[config.mk]
export PLATFORM = sky130hd
export DESIGN_NAME = parking_gate_ctrl
export DESIGN_NICKNAME = d
export VERILOG_FILES = /design/src/rtl/parking_gate_ctrl.sv
export SDC_FILE = /design/constraint.sdc
export NUM_CORES = 1
export LEC_CHECK = 0
export ABC_AREA = 1
export ABC_CLOCK_PERIOD_IN_PS = 2000
export BUFFER_PORTS_ARGS = -buffer_cell sky130_fd_sc_hd__buf_4
export CELL_PAD_IN_SITES_DETAIL_PLACEMENT = 1
export CELL_PAD_IN_SITES_GLOBAL_PLACEMENT = 1
export CORE_MARGIN = 4
export CORE_UTILIZATION = 45
export CTS_BUF_LIST = sky130_fd_sc_hd__clkbuf_4 sky130_fd_sc_hd__clkbuf_8
export DETAILED_ROUTE_END_ITERATION = 8
export PLACE_DENSITY = 0.87
export SYNTH_ARGS = -nofsm -noshare
export SYNTH_HDL_FRONTEND = slang
export SYNTH_SLANG_ARGS = --single-unit
[constraint.sdc]
create_clock -name clk -period 2 [get_ports clk]
set_clock_uncertainty 0.15 [all_clocks]
set_input_delay 0.5 -clock clk [delete_from_list [all_inputs] [get_ports clk]]
set_output_delay 0.5 -clock clk [all_outputs]
set_load 0.01 [all_outputs]
[src/rtl/parking_gate_ctrl.sv]
// ---------------------------------------------------------------------------
// parking_gate_ctrl
//   Supervisory controller for the car park.  It takes one-cycle "car passed"
//   ticks from the entry and exit direction detectors, sequences the entry
//   barrier (IDLE -> OPEN -> WAIT), and keeps a two-digit BCD occupancy count
//   that drives the decimal display.  Entry is refused while the park is full,
//   and count anomalies (tailgate, overflow, underflow) raise a sticky error.
//
// Parameters
//   CAPACITY    maximum number of cars, 1..99 (decimal)
//   OPEN_TICKS  barrier open timeout in clk cycles, >= 2
//   TW          timer width, 2**TW > OPEN_TICKS
//
// Ports
//   clk           in   rising-edge system clock
//   reset         in   asynchronous, active-high
//   entry_req     in   level, car waiting at the entry barrier
//   entry_tick    in   1-cycle pulse, car completed entry crossing
//   exit_tick     in   1-cycle pulse, car completed exit crossing
//   barrier_open  out  registered, 1 = entry barrier raised
//   occ_tens      out  registered BCD tens digit of occupancy
//   occ_ones      out  registered BCD ones digit of occupancy
//   full          out  occupancy == CAPACITY
//   empty         out  occupancy == 0
//   timeout       out  1-cycle pulse, barrier closed by timer with no entry
//   err_flag      out  sticky, tailgate / overflow / underflow seen
// ---------------------------------------------------------------------------
module parking_gate_ctrl #(
    parameter int CAPACITY   = 25,
    parameter int OPEN_TICKS = 50_000_000,
    parameter int TW         = 26
) (
    input  logic       clk,
    input  logic       reset,
    input  logic       entry_req,
    input  logic       entry_tick,
    input  logic       exit_tick,
    output logic       barrier_open,
    output logic [3:0] occ_tens,
    output logic [3:0] occ_ones,
    output logic       full,
    output logic       empty,
    output logic       timeout,
    output logic       err_flag
);

    localparam logic [3:0]    CAP_TENS   = 4'(CAPACITY / 10);
    localparam logic [3:0]    CAP_ONES   = 4'(CAPACITY % 10);
    localparam logic [TW-1:0] TIMER_LOAD = TW'(OPEN_TICKS - 1);

    typedef enum logic [1:0] {
        ST_IDLE = 2'b00,
        ST_OPEN = 2'b01,
        ST_WAIT = 2'b10
    } state_t;

    state_t        state;
    state_t        state_nxt;
    logic [TW-1:0] timer;
    logic [TW-1:0] timer_nxt;
    logic          timeout_nxt;

    logic [7:0]    occ_nxt;
    logic          err_nxt;
    logic          car_in;
    logic          car_out;

    // BCD increment: ones 9 -> 0 carries into tens.  Callers never increment
    // past CAPACITY (<= 99), so the tens digit stays within 0..9.
    function automatic logic [7:0] bcd_inc(input logic [3:0] tens, input logic [3:0] ones);
        if (ones == 4'd9)
            return {tens + 4'd1, 4'd0};
        else
            return {tens, ones + 4'd1};
    endfunction

    // BCD decrement: ones 0 -> 9 borrows from tens.  Callers never decrement 00.
    function automatic logic [7:0] bcd_dec(input logic [3:0] tens, input logic [3:0] ones);
        if (ones == 4'd0)
            return {tens - 4'd1, 4'd9};
        else
            return {tens, ones - 4'd1};
    endfunction

    // Decoded from the registered digits so they move together with the display.
    assign full  = (occ_tens == CAP_TENS) && (occ_ones == CAP_ONES);
    assign empty = (occ_tens == 4'd0) && (occ_ones == 4'd0);

    // Barrier sequencing.  WAIT keeps the barrier down until the requesting car
    // releases entry_req, so one waiting car cannot reopen it.
    always_comb begin
        state_nxt   = state;
        timer_nxt   = timer;
        timeout_nxt = 1'b0;
        case (state)
            ST_IDLE: begin
                if (entry_req && !full) begin
                    state_nxt = ST_OPEN;
                    timer_nxt = TIMER_LOAD;
                end
            end
            ST_OPEN: begin
                if (timer != '0)
                    timer_nxt = timer - TW'(1);
                // A car crossing on the last timer cycle wins over the timeout.
                if (entry_tick) begin
                    state_nxt = ST_WAIT;
                end else if (timer == '0) begin
                    state_nxt   = ST_WAIT;
                    timeout_nxt = 1'b1;
                end
            end
            ST_WAIT: begin
                if (!entry_req)
                    state_nxt = ST_IDLE;
            end
            default: begin
                state_nxt = ST_IDLE;
                timer_nxt = '0;
            end
        endcase
    end

    // Occupancy update.  Simultaneous entry and exit ticks cancel out.
    always_comb begin
        car_in  = entry_tick && !exit_tick;
        car_out = exit_tick && !entry_tick;
        occ_nxt = {occ_tens, occ_ones};
        err_nxt = err_flag;
        if (car_in) begin
            if (full)
                err_nxt = 1'b1;
            else
                occ_nxt = bcd_inc(occ_tens, occ_ones);
            // Tailgate: a car got in without the barrier being sequenced open.
            if (state != ST_OPEN)
                err_nxt = 1'b1;
        end
        if (car_out) begin
            if (empty)
                err_nxt = 1'b1;
            else
                occ_nxt = bcd_dec(occ_tens, occ_ones);
        end
    end

    always_ff @(posedge clk or posedge reset) begin
        if (reset) begin
            state        <= ST_IDLE;
            timer        <= '0;
            barrier_open <= 1'b0;
            timeout      <= 1'b0;
            occ_tens     <= 4'd0;
            occ_ones     <= 4'd0;
            err_flag     <= 1'b0;
        end else begin
            state        <= state_nxt;
            timer        <= timer_nxt;
            // One cycle behind the FSM: raised the cycle after entering OPEN,
            // lowered the cycle after leaving it.
            barrier_open <= (state == ST_OPEN);
            timeout      <= timeout_nxt;
            occ_tens     <= occ_nxt[7:4];
            occ_ones     <= occ_nxt[3:0];
            err_flag     <= err_nxt;
        end
    end

endmodule

# ---- Word-level counts from Yosys, hierarchy flattened
# Index checks and enable logic that the tools add are counted.
dict set report word_totals {
  ff_bits 39
  latch_bits 0
  ramBits 0
  mem_bits_ro 0
  in_bits 5
  output_inout_bits 13
  memories 0
}
dict set report classes {
  add_sub_neg 5
  mul 0
  div 0
  n_lt_le_gt_ge 0
  eq_ne 11
  n_shift 0
  n_mux 22
  bitwise_logic 1
  reduce_logical 15
}
# operator n
set ops {}
lappend ops {{$pmux W26 S3} 1}
lappend ops {{$mux W26} 2}
lappend ops {{$mux W8} 6}
lappend ops {{$logic_not A26 Y1} 1}
lappend ops {{$reduce_bool A26 Y1} 1}
lappend ops {{$sub A26 B1 Y26 const B} 1}
lappend ops {{$add A4 B1 Y4 const B} 2}
lappend ops {{$logic_not A4 Y1} 2}
lappend ops {{$mux W1} 8}
lappend ops {{$mux W2} 4}
lappend ops {{$sub A4 B1 Y4 const B} 2}
lappend ops {{$ne A2 B2 Y1 const B} 3}
lappend ops {{$pmux W2 S3} 1}
lappend ops {{$reduce_and A3 Y1} 2}
lappend ops {{$logic_and A1 B1 Y1} 5}
lappend ops {{$eq A4 B2 Y1 const B} 1}
lappend ops {{$eq A4 B3 Y1 const B} 1}
lappend ops {{$eq A4 B4 Y1 const B} 1}
lappend ops {{$logic_not A1 Y1} 3}
lappend ops {{$ne A3 B2 Y1 const B} 1}
lappend ops {{$ne A3 B3 Y1 const B} 1}
lappend ops {{$eq A2 B1 Y1 const B} 1}
lappend ops {{$eq A2 B2 Y1 const B} 1}
lappend ops {{$logic_not A2 Y1} 1}
lappend ops {{other kinds (2)} 2}

# ---- Depth between registers and ports, before layout
dict set report logic_depth {
  depth_word 7
  ltp_mapped 12
  mapped_depth_nobuf 11
}

# ---- Worst setup path before layout
# Ideal clock, no wire load.
dict set report synth_timing {
  kind {register -> register}
  startpoint {reg occ_tens[0]}
  endpoint {reg timer[12]}
  setup_ps 117
  t_arrival_ps 1549
  slack_ps 184
  path_stages_with_launch 13
  n_path_buf 1
  period_less_slack_ps 1816
  cell_sequence {dfrtp_1 > inv_1 > ha_1 > nand2_1 > nor2_1 > nand3_1 > nand2_1 > nand2_1 > nand2_4 > nor2_4 > buf_6 > nand2_1 > nand2_1}
}
dict set report synth_between {
  elab_chain_len 6
}
# element line
set synth_lines {}
lappend synth_lines {{from (decl)} 39} ;# output logic [3:0] occ_tens,
lappend synth_lines {{from (signal assigned)} 163} ;# occ_tens <= occ_nxt[7:4];
lappend synth_lines {{$eq A4 B2 Y1} 86} ;# assign full = (occ_tens == CAP_TENS) && (occ_ones == CAP_ONES);
lappend synth_lines {{$logic_and A1 B1 Y1} 86}
lappend synth_lines {{$logic_not A1 Y1} 97} ;# if (entry_req && !full) begin
lappend synth_lines {{$logic_and A1 B1 Y1} 97}
lappend synth_lines {{$ne A2 B2 Y1 (no line)} --}
lappend synth_lines {{$reduce_and A3 Y1 (no line)} --}
lappend synth_lines {{to (signal assigned)} 158} ;# timer <= timer_nxt;
lappend synth_lines {{to (decl)} 59} ;# logic [TW-1:0] timer;
# Every way passes these cells.
# A chain may end at the register's enable or synchronous reset.

# ---- Worst setup path in the final report
dict set report layout_timing {
  startpoint {reg timer[6]}
  endpoint {reg timer[12]}
}
dict set report layout_between {
  elab_chain_len 3
  word_cells_on_any_way 6
}
# element line
set layout_lines {}
lappend layout_lines {{$sub A26 B1 Y26 / $reduce_bool A26 Y1 (equally long branches)} {104, 103}}
lappend layout_lines {{$mux W26 / $ne A2 B2 Y1 (equally long branches)} --}
lappend layout_lines {{$pmux W26 S3 / $reduce_and A3 Y1 (equally long branches)} --}
# Several ways; a longest one is shown, not always the timed one. The select of a mux whose other input is x is not followed.

==> flow_summary_export.csv <==
group,metric,value,unit
status,outcome,"complete, but fails checks",
status,violations,"setup timing",
cts,tritoncts,"yes",
finish,fin_area,3378,sq um
finish,n_fill_cell,745,
detailed_routing,post_drt_via_cell_ratio,5.973,
job,drv_cap,0,
detailed_routing,top_layer,"met4",
worst_hold_path,hold_class,"in2async",
synthesis,yosys_most_used_dff,"dfrtp_1",
detailed_routing,wl_per_cell,20.73,microns
worst_setup_path,worstSetupPathType,"reg2reg",
pwr,cellPowerDensity,1536,nW/um^2
cts,insertion_delay,0.30,ns
cts,clock-sinks,39,
cts,cts-htree-levels,2,
detailed_routing,dr.pass1.iters,4,
timing,fin_crit,2.123,ns
timing,slew_headroom,63.81,%
timing,report.final.slew_viol_count,0,
finish,diodes,0,
worst_setup_path,rr_worst_depth,9,
grt,grt_pass1_wl,14730,microns
detailed_routing,drtAntennaViolNets,0,
detailed_routing,drt-initial-drc-count,251,
detailed_routing,wl,10800,microns
detailed_routing,dr_wl_met2,5625,microns
finish,finalNetCount,459,
pwr,leakage,0.001683,uW
floorplan,die_y,84.96,microns
timing,setup_viol,23,
finish,areaGrowthSynthToFinish,26.76,%
cts,clk_pin_slew,0.09,ns
detailed_routing,wl_met1,4064,microns
synthesis,syn_area,2665,sq um
synthesis,synth_edf_count,0,
worst_setup_path,crit_path_max_fanout,14,
synthesis,synth_seq_area_share,36.62,%
detailed_routing,drc,0,
floorplan,core,5608,sq um
timing,fmax,471.0,MHz
placement,placed_cell_area,2970,sq um
floorplan,die_w,84.96,microns
timing,hold_viol,0,
pwr,ir_drop,928.8,uV
placement,gp_congestion,0.8779,
synthesis,synthArstFlopShare,100.0,%
synthesis,yosys_warnings,0,
cts,cts_buffers,5,
timing,tightest_slew,0.5428,ns
synthesis,syn_inst,399,
floorplan,io-pin-count,18,
worst_setup_path,critPathCaptureType,"flop",
worst_setup_path,crit-reg2reg-launch,"timer[6]$_DFFE_PP0P_",
synthesis,avgSynthCellArea,6.679,sq um
finish,layout_common_cells,"116 x nand2_1, 45 x nor2_1, 41 x buf_4",
finish,drive_gt1_share,23.61,%
grt,antenna_found_initial,0,
placement,hpwlAfterDp,6069,microns
timing,rsz0062_at_grt,"yes",
synthesis,synth_nets,410,
finish,final_common_cell,"nand2_1",
grt,grt_start_max_net_pins,40,
detailed_routing,vias,3112,
detailed_routing,wl_met3,550,microns
worst_setup_path,worstPathArrival,2.15,ns
timing,post-route-period-util,106.2,%
floorplan,start_util,47.52,%
floorplan,die_area,7217,sq um
floorplan,rows,27,
synthesis,ys_seq_elements,39,
placement,dp_slack,-0.02114,ns
worst_setup_path,rrSetupSlack,-0.12,ns
worst_setup_path,r2r_end,"timer[12]$_DFFE_PP0P_",
worst_setup_path,startpoint_type,"flop",
cts,clk_path_buf_depth,2,
cts,clock-root-buffer,"clkbuf_8",
grt,grt_use_total,25.56,%
placement,numPortBuffers,17,
synthesis,synth.distinct_cells,24,
grt,gr-total-overflow,0,
worst_setup_path,cp.required,2.03,ns
grt,grt_pass1_vias,2955,
timing,finalWorstSetupSlack,-0.1232,ns
==> sequential cells by signal (all words and copies together) (netlist names) <==
name and flops:
err_flag 1, state 2, occ_tens 4, barrier_open 1
occ_ones 4, timer 26, timeout 1
==> power breakdown <==
part | internal (uW) | switching [uW]
Clock | 240 | 313
Combinational | 1160 | 1920
Sequential | 1090 | 463
==> metal layers <==
metal	vias to the layer above	track usage [%]
li1	1378	-
met1	1561	31.03
met2	118	46.68
met3	55	3.689
met4	0	7.194
met5	-	0
==> kinds of logic after synthesis <==
family	Yosys count	synth area share, %
AND/OR/NAND/NOR	245	39.72
AO/OA/AOI/OAI	49	9.765
flip-flops	39	36.62
adder cells (fa/ha/maj)	6	2.817
XOR/XNOR	8	2.629
buffers and inverters	52	8.451
==> synthesized netlist by cell type (4+ instances only) <==
cell type | n | area (sq um)
dfrtp_1 | 39 | 975.9
inv_1 | 44 | 165.2
nand4_1 | 10 | 62.56
nand2_1 | 123 | 461.7
nand3_1 | 37 | 185.2
xor2_1 | 8 | 70.07
o21ai_0 | 27 | 135.1
nor3_1 | 7 | 35.03
nor2_2 | 4 | 25.02
a21oi_1 | 15 | 75.07
buf_6 | 4 | 45.04
nor2_1 | 56 | 210.2
ha_1 | 6 | 75.07
==> how the worst max path moves through the flow <==
| stage | from | end | slack (ns) | cells after the start |
|---|---|---|---|---|
| 6_report | timer[6]$_DFFE_PP0P_ | timer[12]$_DFFE_PP0P_ | -0.12 | 9 |
| 3_3_place_gp | occ_tens[0]$_DFFE_PP0P_ | timer[10]$_DFFE_PP0P_ | 0.13 | 10 |
| 3_5_place_dp | occ_tens[0]$_DFFE_PP0P_ | timer[10]$_DFFE_PP0P_ | -0.02 | 10 |
| 2_1_floorplan | occ_tens[0]$_DFFE_PP0P_ | timer[12]$_DFFE_PP0P_ | 0.18 | 12 |
| 4_1_cts | occ_tens[0]$_DFFE_PP0P_ | full | -0.03 | 7 |
| 5_1_grt | timer[6]$_DFFE_PP0P_ | timer[12]$_DFFE_PP0P_ | -0.22 | 9 |
==> stage by stage <==
step           std cells  utilization (%)  power, uW  hold WS [ns]  setup TNS (ns)
3_5_place_dp         499            52.97       3825        0.3301        -0.08093
3_3_place_gp         499            52.97       3653        0.3171               0
5_1_grt              521            60.24       5561        0.2250          -3.809
4_1_cts              513            55.85       4487        0.2047        -0.03037
6_report             521            60.24       5190        0.1730          -1.381
2_1_floorplan        399                -       3005        0.3030               0
==> critical path, cell delays in order, from the launching register on <==
cell	delay [ns]
dfrtp_1	0.46
nor2_1	0.28
nand2_1	0.26
nor2_4	0.17
nand4_4	0.15
nand2_8	0.17
nor2_4	0.05
buf_12	0.15
nand2_1	0.07
nand2_1	0.08
==> area by class of cell <==
class                   count  area, sq um  area share [%]
well taps                  72        90.09           2.667
multi-input cells         308         1620           47.96
clock buffers               5        68.82           2.037
clock inverters             3        15.01          0.4444
flip-flops and latches     39        979.7           29.00
inverters                  46        172.7           5.111
repair buffers             48        431.7           12.78
==> repair_timing <==
item / 4_1_cts / 5_1_grt
hold endpoints to repair: 0 / 0
gates resized for setup: 11 / 49
hold buffers: 0 / 0
cloned: 0 / 3
pin swaps: 3 / 6
setup endpoints to repair: 11 / 30
buffers inserted: 6 / 6
Note: power is estimated with default switching activity, not from simulation.
